==> src/rtl/pwm_pkg.sv <==
// Shared constants and types for the PWM capture block.
//   CntW            default tick counter width
//   PosW            width of the position value (generator input domain)
//   DefClkDiv       default clk cycles per measurement tick
//   DefPosOffset    default ticks removed from the high time to form a position
//   DefPosMax       default upper clamp of the position value
//   DefTimeoutTicks default ticks without an edge before timeout
//   StabCycles      clk cycles a new level must hold to pass the glitch filter
package pwm_pkg;

  localparam int unsigned CntW            = 12;
  localparam int unsigned PosW            = 11;
  localparam int unsigned DefClkDiv       = 100;
  localparam int unsigned DefPosOffset    = 1000;
  localparam int unsigned DefPosMax       = 2047;
  localparam int unsigned DefTimeoutTicks = 4000;
  localparam int unsigned StabCycles      = 8;

  typedef enum logic [1:0] {
    WaitRise,
    MeasHigh,
    MeasLow
  } pwm_cap_state_t;

endpackage

==> src/rtl/pwm_in_cond.sv <==
// Input conditioning for an asynchronous PWM line.
// Two-flop synchronizer, optional stability filter, then registered rise/fall
// strobes (one clk each, 3 clk after the input change when unfiltered).
// Build option: define GLITCH_FILTER_EN to insert the stability filter, which
// only accepts a new level after it has been stable for StabCycles clk.
// Ports:
//   clk    in  system clock
//   rst    in  asynchronous reset, active-low
//   pwm_in in  asynchronous PWM input
//   rise   out one-clk strobe on a conditioned rising edge
//   fall   out one-clk strobe on a conditioned falling edge
module pwm_in_cond
  import pwm_pkg::*;
(
  input  logic clk,
  input  logic rst,
  input  logic pwm_in,
  output logic rise,
  output logic fall
);

  logic sync1_q, sync2_q;
  logic lvl;
  logic lvl_q, rise_q, fall_q;

  always_ff @(posedge clk or negedge rst) begin
    if (!rst) begin
      sync1_q <= 1'b0;
      sync2_q <= 1'b0;
    end else begin
      sync1_q <= pwm_in;
      sync2_q <= sync1_q;
    end
  end

`ifdef GLITCH_FILTER_EN
  logic       filt_q;
  logic [2:0] stab_q;

  // Count consecutive clk where the synchronized input disagrees with the
  // accepted level; any agreement restarts the count.
  always_ff @(posedge clk or negedge rst) begin
    if (!rst) begin
      filt_q <= 1'b0;
      stab_q <= '0;
    end else if (sync2_q != filt_q) begin
      if (stab_q == 3'(StabCycles - 1)) begin
        filt_q <= sync2_q;
        stab_q <= '0;
      end else begin
        stab_q <= stab_q + 1'b1;
      end
    end else begin
      stab_q <= '0;
    end
  end

  assign lvl = filt_q;
`else
  assign lvl = sync2_q;
`endif

  always_ff @(posedge clk or negedge rst) begin
    if (!rst) begin
      lvl_q  <= 1'b0;
      rise_q <= 1'b0;
      fall_q <= 1'b0;
    end else begin
      lvl_q  <= lvl;
      rise_q <= lvl & ~lvl_q;
      fall_q <= ~lvl & lvl_q;
    end
  end

  assign rise = rise_q;
  assign fall = fall_q;

endmodule

==> src/rtl/pwm_capture.sv <==
// PWM capture: measures high time and rise-to-rise period of an incoming PWM
// line in prescaled ticks and converts the high time into a position value.
// Build option: GLITCH_FILTER_EN (see pwm_in_cond) adds an input stability filter.
// Ports:
//   clk          in  system clock
//   rst          in  asynchronous reset, active-low
//   pwm_in       in  asynchronous PWM input
//   width_ticks  out high time of the last complete period, in ticks
//   period_ticks out rise-to-rise time of the last complete period, in ticks
//   pos_val      out clamp(width_ticks - POS_OFFSET, 0, POS_MAX)
//   valid        out one-clk pulse when the three outputs above update
//   timeout      out level, no edge seen for TIMEOUT_TICKS ticks
module pwm_capture
  import pwm_pkg::*;
#(
  parameter int unsigned CLK_DIV       = DefClkDiv,
  parameter int unsigned CNT_W         = CntW,
  parameter int unsigned POS_OFFSET    = DefPosOffset,
  parameter int unsigned POS_MAX       = DefPosMax,
  parameter int unsigned TIMEOUT_TICKS = DefTimeoutTicks
) (
  input  logic             clk,
  input  logic             rst,
  input  logic             pwm_in,
  output logic [CNT_W-1:0] width_ticks,
  output logic [CNT_W-1:0] period_ticks,
  output logic [PosW-1:0]  pos_val,
  output logic             valid,
  output logic             timeout
);

  localparam int unsigned DivW  = (CLK_DIV > 1) ? $clog2(CLK_DIV) : 1;
  localparam int unsigned IdleW = $clog2(TIMEOUT_TICKS + 1);
  localparam logic signed [CNT_W:0] PosOffsetS = (CNT_W + 1)'(POS_OFFSET);
  localparam logic signed [CNT_W:0] PosMaxS    = (CNT_W + 1)'(POS_MAX);

  logic rise, fall;

  pwm_in_cond u_in_cond (
    .clk    (clk),
    .rst    (rst),
    .pwm_in (pwm_in),
    .rise   (rise),
    .fall   (fall)
  );

  pwm_cap_state_t   state_q, state_d;
  logic [DivW-1:0]  div_q, div_d;
  logic [CNT_W-1:0] hi_q, hi_d, per_q, per_d;
  logic [IdleW-1:0] idle_q, idle_d;
  logic [CNT_W-1:0] width_q, width_d, period_q, period_d;
  logic [PosW-1:0]  pos_q, pos_d;
  logic             valid_q, valid_d, timeout_q, timeout_d;

  logic                    tick, idle_hit;
  logic signed [CNT_W:0]   pos_diff;
  logic [PosW-1:0]         pos_clamped;

  // Free-running prescaler; never re-phased on edges.
  assign tick     = (div_q == DivW'(CLK_DIV - 1));
  assign div_d    = tick ? '0 : div_q + 1'b1;
  assign idle_hit = (idle_q == IdleW'(TIMEOUT_TICKS));

  always_comb begin
    pos_diff = $signed({1'b0, hi_q}) - PosOffsetS;
    if (pos_diff < 0) begin
      pos_clamped = '0;
    end else if (pos_diff > PosMaxS) begin
      pos_clamped = PosW'(POS_MAX);
    end else begin
      pos_clamped = PosW'(pos_diff);
    end
  end

  always_comb begin
    state_d   = state_q;
    hi_d      = hi_q;
    per_d     = per_q;
    width_d   = width_q;
    period_d  = period_q;
    pos_d     = pos_q;
    valid_d   = 1'b0;
    timeout_d = timeout_q;

    // Idle counter holds at the threshold until the next edge.
    if (rise || fall) begin
      idle_d = '0;
    end else if (tick && !idle_hit) begin
      idle_d = idle_q + 1'b1;
    end else begin
      idle_d = idle_q;
    end

    case (state_q)
      WaitRise: begin
        if (rise) begin
          hi_d    = '0;
          per_d   = '0;
          state_d = MeasHigh;
        end
      end
      MeasHigh: begin
        // The high count stops on the fall strobe; the period keeps its tick.
        if (tick && !(&per_q)) per_d = per_q + 1'b1;
        if (fall) begin
          state_d = MeasLow;
        end else if (tick && !(&hi_q)) begin
          hi_d = hi_q + 1'b1;
        end
      end
      MeasLow: begin
        if (rise) begin
          // Capture pre-increment counts; a coincident tick is dropped.
          width_d   = hi_q;
          period_d  = per_q;
          pos_d     = pos_clamped;
          valid_d   = 1'b1;
          timeout_d = 1'b0;
          hi_d      = '0;
          per_d     = '0;
          state_d   = MeasHigh;
        end else if (tick && !(&per_q)) begin
          per_d = per_q + 1'b1;
        end
      end
      default: state_d = WaitRise;
    endcase

    // Timeout abandons any measurement in progress; held outputs stay.
    if (idle_hit) begin
      timeout_d = 1'b1;
      if (state_q != WaitRise) begin
        state_d  = WaitRise;
        valid_d  = 1'b0;
        width_d  = width_q;
        period_d = period_q;
        pos_d    = pos_q;
      end
    end
  end

  always_ff @(posedge clk or negedge rst) begin
    if (!rst) begin
      state_q   <= WaitRise;
      div_q     <= '0;
      hi_q      <= '0;
      per_q     <= '0;
      idle_q    <= '0;
      width_q   <= '0;
      period_q  <= '0;
      pos_q     <= '0;
      valid_q   <= 1'b0;
      timeout_q <= 1'b0;
    end else begin
      state_q   <= state_d;
      div_q     <= div_d;
      hi_q      <= hi_d;
      per_q     <= per_d;
      idle_q    <= idle_d;
      width_q   <= width_d;
      period_q  <= period_d;
      pos_q     <= pos_d;
      valid_q   <= valid_d;
      timeout_q <= timeout_d;
    end
  end

  assign width_ticks  = width_q;
  assign period_ticks = period_q;
  assign pos_val      = pos_q;
  assign valid        = valid_q;
  assign timeout      = timeout_q;

endmodule

==> config.mk <==
export PLATFORM = sky130hd
export DESIGN_NAME = pwm_capture
export DESIGN_NICKNAME = d
export VERILOG_FILES = /design/src/rtl/pwm_pkg.sv /design/src/rtl/pwm_in_cond.sv /design/src/rtl/pwm_capture.sv
export SDC_FILE = /design/constraint.sdc
export NUM_CORES = 1
export LEC_CHECK = 0
export ABC_AREA = 1
export CAP_MARGIN = 0
export CORE_MARGIN = 3
export CORE_UTILIZATION = 25
export DETAILED_ROUTE_END_ITERATION = 8
export GPL_TIMING_DRIVEN = 0
export SLEW_MARGIN = 25
export SYNTH_ARGS = -nofsm -noshare
export SYNTH_HDL_FRONTEND = slang
export SYNTH_SLANG_ARGS = --single-unit
==> constraint.sdc <==
create_clock -name clk -period 5.2 [get_ports clk]
set_clock_uncertainty 0.15 [all_clocks]
set_input_delay 0.78 -clock clk [delete_from_list [all_inputs] [get_ports clk]]
set_output_delay 0.78 -clock clk [all_outputs]
set_load 0.02 [all_outputs]
==> results of run 1 <==
synthesized netlist by cell type, drive strengths merged:
cell type and count:
nand2 184, dfrtp 87, inv 74, nor2 57
nand3 56, o21ai 51, xor2 17, buf 12
ha 12, nand4 10, a21oi 9, nor3 9
clkbuf 2, a31oi 1, and3 1, nand3b 1
nor3b 1, nor4 1, o31ai 1, xnor2 1
flip-flops by register name, summed over array words and instances (netlist names), 2 cells and up:
| name | count |
|---|---|
| hi_q | 12 |
| per_q | 12 |
| width_ticks | 12 |
| idle_q | 12 |
| period_ticks | 12 |
| state_q | 2 |
| div_q | 7 |
| pos_val | 11 |
metal layers:
layer  vias to the layer above  share of wire (%)
li1                       1964                  -
met5                         -                  0
met2                        51                 46
met4                         0                1.2
met3                         7                2.7
met1                      1774                 50
cell families (layout without fill, tap and decap cells):
logic type / count (synthesis) / after routing / synth area share, %
flops: 87 / 87 / 47.68
xor+xnor: 18 / 18 / 3.617
simple gates: 320 / 320 / 30.58
fa+ha+maj: 12 / 12 / 3.288
compound gates: 62 / 62 / 6.879
buf+inv: 88 / 144 / 7.947
power groups by stage:
stage / sequential, mW / clock (mW) / combinational (mW)
floorplan: 0.747 / 0 / 0.210
global placement: 0.743 / 0 / 0.323
detailed placement: 0.743 / 0 / 0.330
CTS: 0.731 / 0.686 / 0.333
global route: 0.736 / 0.721 / 0.376
finish: 0.731 / 0.668 / 0.329
metrics by stage:
stage                     TNS [ns]  cells  hold WS [ns]  instance area (µm²)
after floorplan                  0    587        0.1812                 4566
after global placement     -0.6753    851        0.1835                 5238
after detailed placement         0    852        0.1847                 5266
after CTS                        0    868        0.1107                 5575
after global routing             0    868        0.1147                 5575
final                            0    868        0.1141                 5575
path summary, 6_finish.rpt:
check / cells past startpoint / startpoint / end
setup reg to reg: 8 / state_q[0] / per_q[1]
hold reg to reg: 0 / u_in_cond.sync1_q / u_in_cond.lvl
hold / removal: 1 / rst / hi_q[3]
min in group clk: 0 / u_in_cond.sync1_q / u_in_cond.lvl
max in group asynchronous: 2 / rst / idle_q[11]
setup / recovery: 1 / timeout / timeout
layout make-up:
type                            count  area (µm²)  share of cell area, %
Timing Repair Buffer               40       419.2                  7.518
Tap cell                          225       281.5                  5.049
Multi-Input combinational cell    412        2026                  36.33
Clock inverter                      4       52.55                 0.9425
Buffer                             14       85.08                  1.526
Sequential cell                    87        2177                  39.05
Inverter                           74       277.8                  4.982
Clock buffer                       12       256.5                  4.601
==> impl_metrics.yaml, run 1 <==
floorplan:
  rows: 48
  fp.coreArea_um2: 17600
  die_h_um: 141.1
  start_util_pct: 25.95
  die_area_um2: 19920
  fp.dieW_um: 141.1
  io_pins: 40
sta:
  post-route-period-util_pct: 43.47
  rsz0062_at_grt: "false"
  max_freq_ghz: 0.4424
  fin_ws_ns: 2.939
  hold_violations: 0
  drv_slew: 0
  finalSetupViolations: 0
  slew_headroom_pct: 65.91
  fin_crit_ns: 2.261
  tightestPinTransition_ns: 0.5113
layout:
  final_cell_mix: "nand2_1 (177), dfrtp_1 (87), inv_1 (70)"
  areaGrowthSynthToFinish_pct: 22.12
  nets: 653
  post-route-util_pct: 31.68
  layout_commonest_cell: "nand2_1"
  num_antenna_cells: 0
  drive_above_1_share_pct: 7.776
  nFillCells: 1870
power_and_ir_drop:
  intPower_mw: 1.199
  power_density_nw_per_um2: 310.0
  p_leak_nw: 2.572
  clockPowerShare_pct: 38.7
  switching_power_mw: 0.5295
  ir_worst_vdd_v: 0.0001996
  swShare_pct: 30.64
  p_total_mw: 1.728
  sequentialPowerShare_pct: 42.3
  power_frac_comb_pct: 19.0
flow_run:
  drv_cap: 0
cts:
  h-tree-depth: 3
  clk_path_buf_depth: 2
  hold_buffers: 0
  tritoncts: "built"
  root_buffer: "clkbuf_16"
  clock_sinks: 87
  post_cts_resized: 0
  cts_setup_buffers: 0
  clock_latency_ns: 0.34
  clkSlewWorstSetupHoldPaths_ns: 0.06
  cts_buffers: 9
critical_path:
  end_kind: "output pin"
  cp_slowest_cell: "clkdlybuf4s50_1"
  critical_path_class: "reg -> out"
  rrSetupSlack_ns: 3.04
  path_cells: "clkdlybuf4s50_1"
  startpoint_type: "register"
  crit_required_ns: 4.27
  crit_family: "buffers and inverters"
  cp_num_buf_inv: 1
  slowest_delay_ns: 0.62
  crit_fanout: 2
  cp.arrival_ns: 1.33
global_routing:
  use_met1_pct: 13.96
  grtUsageTotal_pct: 10.42
  grt_max_degree: 73
  grt_pass1_wl_um: 17330
  antenna_found_initial: 0
  grt_pass1_vias: 3748
  grtUsageMet2_pct: 17.06
  use_met3_pct: 1.560
  overflow: 0
  top_usage_layer: "met2"
detailed_routing:
  ant_nets: 0
  route.detailed.wl_per_inst_um: 11.61
  vias: 3796
  viasPerCell: 4.373
  dr.pass1.iters: 5
  first_iter_violations: 210
  routed_wl_um: 10080
  drc: 0
placed_design:
  dpl.hpwl_um: 7418
  dpl_worst_slack_ns: 3.050
  numPortBuffers: 39
  place.gp.congestion: 0.8745
synth:
  yosysTopAreaCellShare_pct: 47.68
  synthDistinctLibCells: 32
  yosys-top-cells-area: "dfrtp_1 (48%), nand2_1 (15%), nand3_1 (5.8%)"
  yosys_warnings: 0
  synth_nets: 602
  yosys_register_bits: 87
  yosysTopAreaCell: "dfrtp_1"
  syn_avg_cell_area_um2: 7.778
  seq_area_frac_synth_pct: 47.68
  synth_cells: 587
  synth_area_um2: 4566
run_status:
  status: "finished, final reports clean"
worst_hold_path:
  worstHoldPathType: "in -> async"
No activity file was read; power rests on OpenSTA's default activity.
==> inputs of run 2 (changes only) <==
==> constraint.sdc (replaced) <==
create_clock -name clk -period 2.3 [get_ports clk]
set_clock_uncertainty 0.15 [all_clocks]
set_input_delay 0.345 -clock clk [delete_from_list [all_inputs] [get_ports clk]]
set_output_delay 0.345 -clock clk [all_outputs]
set_load 0.02 [all_outputs]
==> run 2 against run 1 <==
Compared with the run above: setup slack worse by 2.7 ns; global-route usage about the same; hold slack better by 0.084 ns; highest routed layer unchanged.
==> impl_metrics.yaml, run 2 (synthesized netlist as in run 1, its figures left out) <==
layout:
  final_cell_mix: "nand2_1 (177), dfrtp_1 (87), inv_1 (70)"
  nFillCells: 1871
  num_antenna_cells: 0
  fin_area_um2: 5590
  areaGrowthSynthToFinish_pct: 22.44
  drive_above_1_share_pct: 8.075
  nets: 654
  layout_commonest_cell: "nand2_1"
detailed_routing:
  vias: 3834
  ant_nets: 0
  routed_wl_um: 10110
  dr.pass1.iters: 4
  first_iter_violations: 193
  route.detailed.wl_per_inst_um: 11.63
  viasPerCell: 4.412
  drc: 0
placed_design:
  dpl.hpwl_um: 7418
  dpl_worst_slack_ns: 0.1504
  dpl_cell_area_um2: 5266
  numPortBuffers: 39
  place.gp.congestion: 0.8745
sta:
  finalSetupViolations: 0
  fin_crit_ns: 2.041
  hold_violations: 0
  tightestPinTransition_ns: 0.4602
  final.setup.tns_ns: 0
  post-route-period-util_pct: 88.72
  rsz0062_at_grt: "false"
  slew_headroom_pct: 69.32
  fin_ws_ns: 0.2594
  drv_slew: 0
  max_freq_ghz: 0.4900
power_and_ir_drop:
  ir_worst_vdd_v: 0.0004517
  p_total_mw: 3.926
  p_leak_nw: 2.579
  power_density_nw_per_um2: 702.3
cts:
  root_buffer: "clkbuf_16"
  clock_latency_ns: 0.34
  tritoncts: "built"
  clock_sinks: 87
  cts_buffers: 9
  clk_path_buf_depth: 2
  cts_setup_buffers: 0
  h-tree-depth: 3
  clkSlewWorstSetupHoldPaths_ns: 0.06
critical_path:
  r2r-end: "pos_val[3]"
  crit_end: "pos_val[3]"
  r2r_cells: 11
  crit_path_start: "hi_q[3]"
  rrSetupSlack_ns: 0.26
  crit_required_ns: 2.38
  end_kind: "register"
  crit_fanout: 10
  critical_path_class: "reg -> reg"
  cp.arrival_ns: 2.12
  rr_startpoint: "hi_q[3]"
  startpoint_type: "register"
floorplan:
  die_area_um2: 19920
  rows: 48
  fp.coreArea_um2: 17600
  start_util_pct: 25.95
  io_pins: 40
  die_h_um: 141.1
  fp.dieW_um: 141.1
global_routing:
  grt_max_degree: 73
  grt_pass1_wl_um: 17390
  grtUsageTotal_pct: 10.45
  grt_pass1_vias: 3758
  overflow: 0
  antenna_found_initial: 0
flow_run:
  drv_cap: 0
worst_hold_path:
  worstHoldPathType: "reg -> reg"
run_status:
  status: "finished, final reports clean"
-- run 2: changes by cell type in the layout (fill, tap and decap cells not counted), sizes merged --
cell / change
dlygate4sd3: +1
-- run 2: worst min path at each step --
stage               cells past startpoint               from       endpoint
floorplan                               0                rst       div_q[0]
global placement                        0  u_in_cond.sync1_q  u_in_cond.lvl
detailed placement                      1                rst          valid
CTS                                     0  u_in_cond.sync1_q  u_in_cond.lvl
global route                            0  u_in_cond.sync1_q  u_in_cond.lvl
finish                                  0  u_in_cond.sync1_q  u_in_cond.lvl
-- run 2: layer usage --
metal  up-vias  part of all wire [%]  global-route usage (%)
met5         -                     0                       0
met3        12                   2.8                   1.560
met2        59                    46                   17.16
met4         0                   1.5                   3.825
met1      1797                    50                   13.98
li1       1966                     -                       -
-- run 2: timing repair --
action | CTS | global route
resized for setup | 0 | 3
hold buffers | 1 | 0
hold endpoints to repair | 34 | 0
endpoints found under the setup margin | 0 | 3
-- run 2: cell type report --
cell class                 count  area [µm²]  area share, %
inverter                      74       277.8          4.969
timing repair buffer          41       429.2          7.677
buffer                        14       86.33          1.544
clock buffer                  12       256.5          4.588
clock inverter                 4       52.55         0.9400
tap                          225       281.5          5.036
multi-input combinational    412        2029          36.30
sequential                    87        2177          38.94
-- run 2: critical path, stage by stage (launching register included) --
cell     delay, ns
dfrtp_1       0.34
buf_2         0.20
inv_1         0.13
ha_1          0.27
nor2_4        0.15
nand3_2       0.09
nand2_2       0.08
xor2_2        0.17
buf_6         0.16
nand3_1       0.08
nand2_1       0.07
nand2_1       0.05
-- run 2: per-stage QoR --
stage	hold slack, ns	std cells	utilization [%]
after detailed placement	0.03652	852	29.93
after global routing	0.2203	869	31.77
after global placement	0.1835	851	29.76
after floorplan	-0.1006	587	-
after CTS	0.1993	869	31.74
final	0.1979	869	31.77
-- run 2: where the power goes --
part | switching (mW) | internal [mW] | leakage, nW
combinational | 0.534 | 0.222 | 1.24
sequential | 0.0643 | 1.59 | 1.19
clock | 0.610 | 0.906 | 0.153
total | 1.21 | 2.72 | 2.58
==> inputs of run 3 (changes only) <==
--- a/config.mk
+++ b/config.mk
@@ -9,9 +9,11 @@
 export CAP_MARGIN = 0
 export CORE_MARGIN = 3
 export CORE_UTILIZATION = 25
+export CTS_BUF_LIST = sky130_fd_sc_hd__clkbuf_4
 export DETAILED_ROUTE_END_ITERATION = 8
 export GPL_TIMING_DRIVEN = 0
 export SLEW_MARGIN = 25
 export SYNTH_ARGS = -nofsm -noshare
 export SYNTH_HDL_FRONTEND = slang
+export SYNTH_HIERARCHICAL = 1
 export SYNTH_SLANG_ARGS = --single-unit
==> constraint.sdc (replaced) <==
create_clock -name clk -period 1.85 [get_ports clk]
set_clock_uncertainty 0.15 [all_clocks]
set_input_delay 0.2775 -clock clk [delete_from_list [all_inputs] [get_ports clk]]
set_output_delay 0.2775 -clock clk [all_outputs]
set_load 0.02 [all_outputs]
==> run 3 against run 2 <==
Compared with the run above: setup slack lost 0.24 ns; largest cell class is now multi-input combinational cells; die area shrank 0.52%; sequential share of layout area shrank 2.4 points; combinational power grew 59%; design area grew 6.8%; largest power group unchanged; final cell count grew 2.2%.
==> impl_metrics.yaml, run 3 <==
run_status:
  status: "finished, final reports clean"
critical_path:
  startpoint_type: "register"
  crit_fanout: 8
  rrSetupSlack_ns: 0.02
  path_cells: "ha_4 -> inv_4 -> nor3_4 -> nand3_2 -> nand3_2 -> nand2_2 -> nand2_4 -> clkinvlp_4 -> nand2_1 -> nand2_1"
  r2r-end: "hi_q[11]"
  cp_num_cells: 10
  cp_slowest_cell: "dfrtp_1"
  slowest_delay_ns: 0.42
  crit_required_ns: 2.04
  cp.arrival_ns: 2.02
  crit_family: "simple AND/OR/NAND/NOR gates"
  crit_end: "hi_q[11]"
  rr_startpoint: "hi_q[1]"
  r2r_cells: 10
  cp_num_buf_inv: 2
  critical_path_class: "reg -> reg"
  end_kind: "register"
  crit_path_start: "hi_q[1]"
global_routing:
  grt_pass1_vias: 3677
  grt_pass1_wl_um: 18020
  grtUsageTotal_pct: 11.13
  overflow: 0
  antenna_found_initial: 0
  grt_max_degree: 74
sta:
  tightestPinTransition_ns: 0.4893
  slew_headroom_pct: 67.26
  finalSetupViolations: 0
  max_freq_ghz: 0.5460
  fin_crit_ns: 1.832
  whs_ns: 0.06768
  post-route-period-util_pct: 99.00
  drv_slew: 0
  rsz0062_at_grt: "true"
  hold_violations: 0
  fin_ws_ns: 0.01846
synth:
  yosys.area_share.simple_pct: 29.76
  syn_avg_cell_area_um2: 7.952
  synth_cells: 571
  synthDistinctLibCells: 34
  synthXorXnorAreaFrac_pct: 4.988
  synth_top_family_by_area: "simple AND/OR/NAND/NOR gates"
  synth_commonest_cells: "nand2_1 (180), dfrtp_1 (87), inv_1 (62)"
  yosys_most_used_dff: "dfrtp_1"
  synthAdderAreaFrac_pct: 3.307
  yosysTopAreaCellShare_pct: 47.95
  yosys_warnings: 6
  synth_nets: 586
  synth_mux_area_share_pct: 0
  synth_area_um2: 4541
  seq_area_frac_synth_pct: 47.95
  yosys-top-cells-area: "dfrtp_1 (48%), nand2_1 (15%), nand3_1 (5.2%)"
  async_flop_share_pct: 100.0
  yosys_register_bits: 87
  synth_edf_count: 0
  yosysTopAreaCell: "dfrtp_1"
  synth_compound_area_share_pct: 6.558
  synth_most_common_cell: "nand2_1"
floorplan:
  io_pins: 40
  start_util_pct: 25.89
  die_area_um2: 19820
  fp.coreArea_um2: 17540
  die_h_um: 140.8
  fp.dieW_um: 140.8
  rows: 48
detailed_routing:
  ant_nets: 0
  vias: 3857
  routed_wl_um: 10890
  first_iter_violations: 242
  drc: 0
  route.detailed.wl_per_inst_um: 12.26
  dr.pass1.iters: 4
  viasPerCell: 4.343
placed_design:
  dpl_worst_slack_ns: -0.2321
  numPortBuffers: 39
  place.gp.congestion: 0.8681
  dpl.hpwl_um: 7428
cts:
  root_buffer: "clkbuf_4"
  clock_sinks: 87
  h-tree-depth: 3
  cts_buffers: 9
  clk_path_buf_depth: 2
  clkSlewWorstSetupHoldPaths_ns: 0.13
  clock_latency_ns: 0.44
  tritoncts: "built"
power_and_ir_drop:
  power_density_nw_per_um2: 706.8
  ir_worst_vdd_v: 0.0004497
  p_leak_nw: 2.834
layout:
  nFillCells: 1834
  areaGrowthSynthToFinish_pct: 31.44
  drive_above_1_share_pct: 22.93
  num_antenna_cells: 0
  layout_commonest_cell: "nand2_1"
  nets: 673
  final_cell_mix: "nand2_1 (157), dfrtp_1 (82), inv_1 (50)"
worst_hold_path:
  worstHoldPathType: "in -> async"
flow_run:
  drv_cap: 0
==> run 3: metal layers <==
layer  global-route usage [%]  wire length [µm]  share of wire [%]
met5                        0                 0                  0
met4                    4.080               175                1.6
met3                    2.612               476                4.4
met2                    17.04              4745                 44
met1                    15.37              5490                 50
==> run 3: stage by stage <==
| stage | cell area [µm²] | util [%] | setup TNS, ns | total power, mW | std cells |
|---|---|---|---|---|---|
| 2_1_floorplan | 4541 | - | 0 | 2.680 | 571 |
| 3_3_place_gp | 5213 | 29.72 | -264.08 | 2.992 | 835 |
| 3_5_place_dp | 5241 | 29.89 | -8.321 | 3.006 | 836 |
| 4_1_cts | 5633 | 32.12 | -0.2898 | 4.086 | 874 |
| 5_1_grt | 5968 | 34.03 | -2.734 | 4.482 | 888 |
| 6_report | 5968 | 34.03 | 0 | 4.218 | 888 |
==> run 3: power by group <==
| part | switching (mW) | leakage [nW] | internal [mW] | total (mW) |
|---|---|---|---|---|
| Sequential | 0.0756 | 1.18 | 1.98 | 2.05 |
| Clock | 0.644 | 0.0687 | 0.317 | 0.961 |
| Combinational | 0.774 | 1.59 | 0.430 | 1.20 |
==> run 3: worst min-delay path by stage <==
stage	end	slack, ns	cells after the start
2_1_floorplan	div_q[0]	-0.17	0
3_3_place_gp	u_in_cond/lvl	0.18	0
3_5_place_dp	hi_q[4]	-0.03	1
4_1_cts	hi_q[3]	0.04	2
5_1_grt	hi_q[3]	0.06	2
6_report	hi_q[4]	0.07	2
==> run 3: worst register-to-register path, stage by stage, from the launching register on <==
cell        delay (ns)
dfrtp_1           0.42
ha_4              0.20
inv_4             0.05
nor3_4            0.22
nand3_2           0.12
nand3_2           0.07
nand2_2           0.06
nand2_4           0.11
clkinvlp_4        0.18
nand2_1           0.11
nand2_1           0.05
==> run 3: layout make-up <==
class	instances	area (µm²)	share of cell area, %
Multi-Input combinational cell	410	2317	38.83
Clock buffer	12	90.09	1.509
Sequential cell	87	2183	36.58
Tap cell	225	281.5	4.717
Clock inverter	4	22.52	0.3774
Buffer	10	125.1	2.096
Timing Repair Buffer	78	706.9	11.84
Inverter	62	241.5	4.046
==> run 3: kinds of logic (layout without fill, tap and decap cells) <==
logic type / Yosys count / count (layout)
and+or+nand+nor: 315 / 315
DFF: 87 / 87
buffers and inverters: 74 / 166
AOI/OAI and AO/OA: 58 / 58
xor gates and xnor gates: 25 / 25
adders and majority gates: 12 / 12
==> run 3: timing repair <==
item,CTS,global route
cloned,2,2
gates resized for setup,82,76
setup endpoints to repair,108,69
hold buffers,1,0
setup buffers,22,13
pin swaps,8,18
hold endpoints to repair,87,0
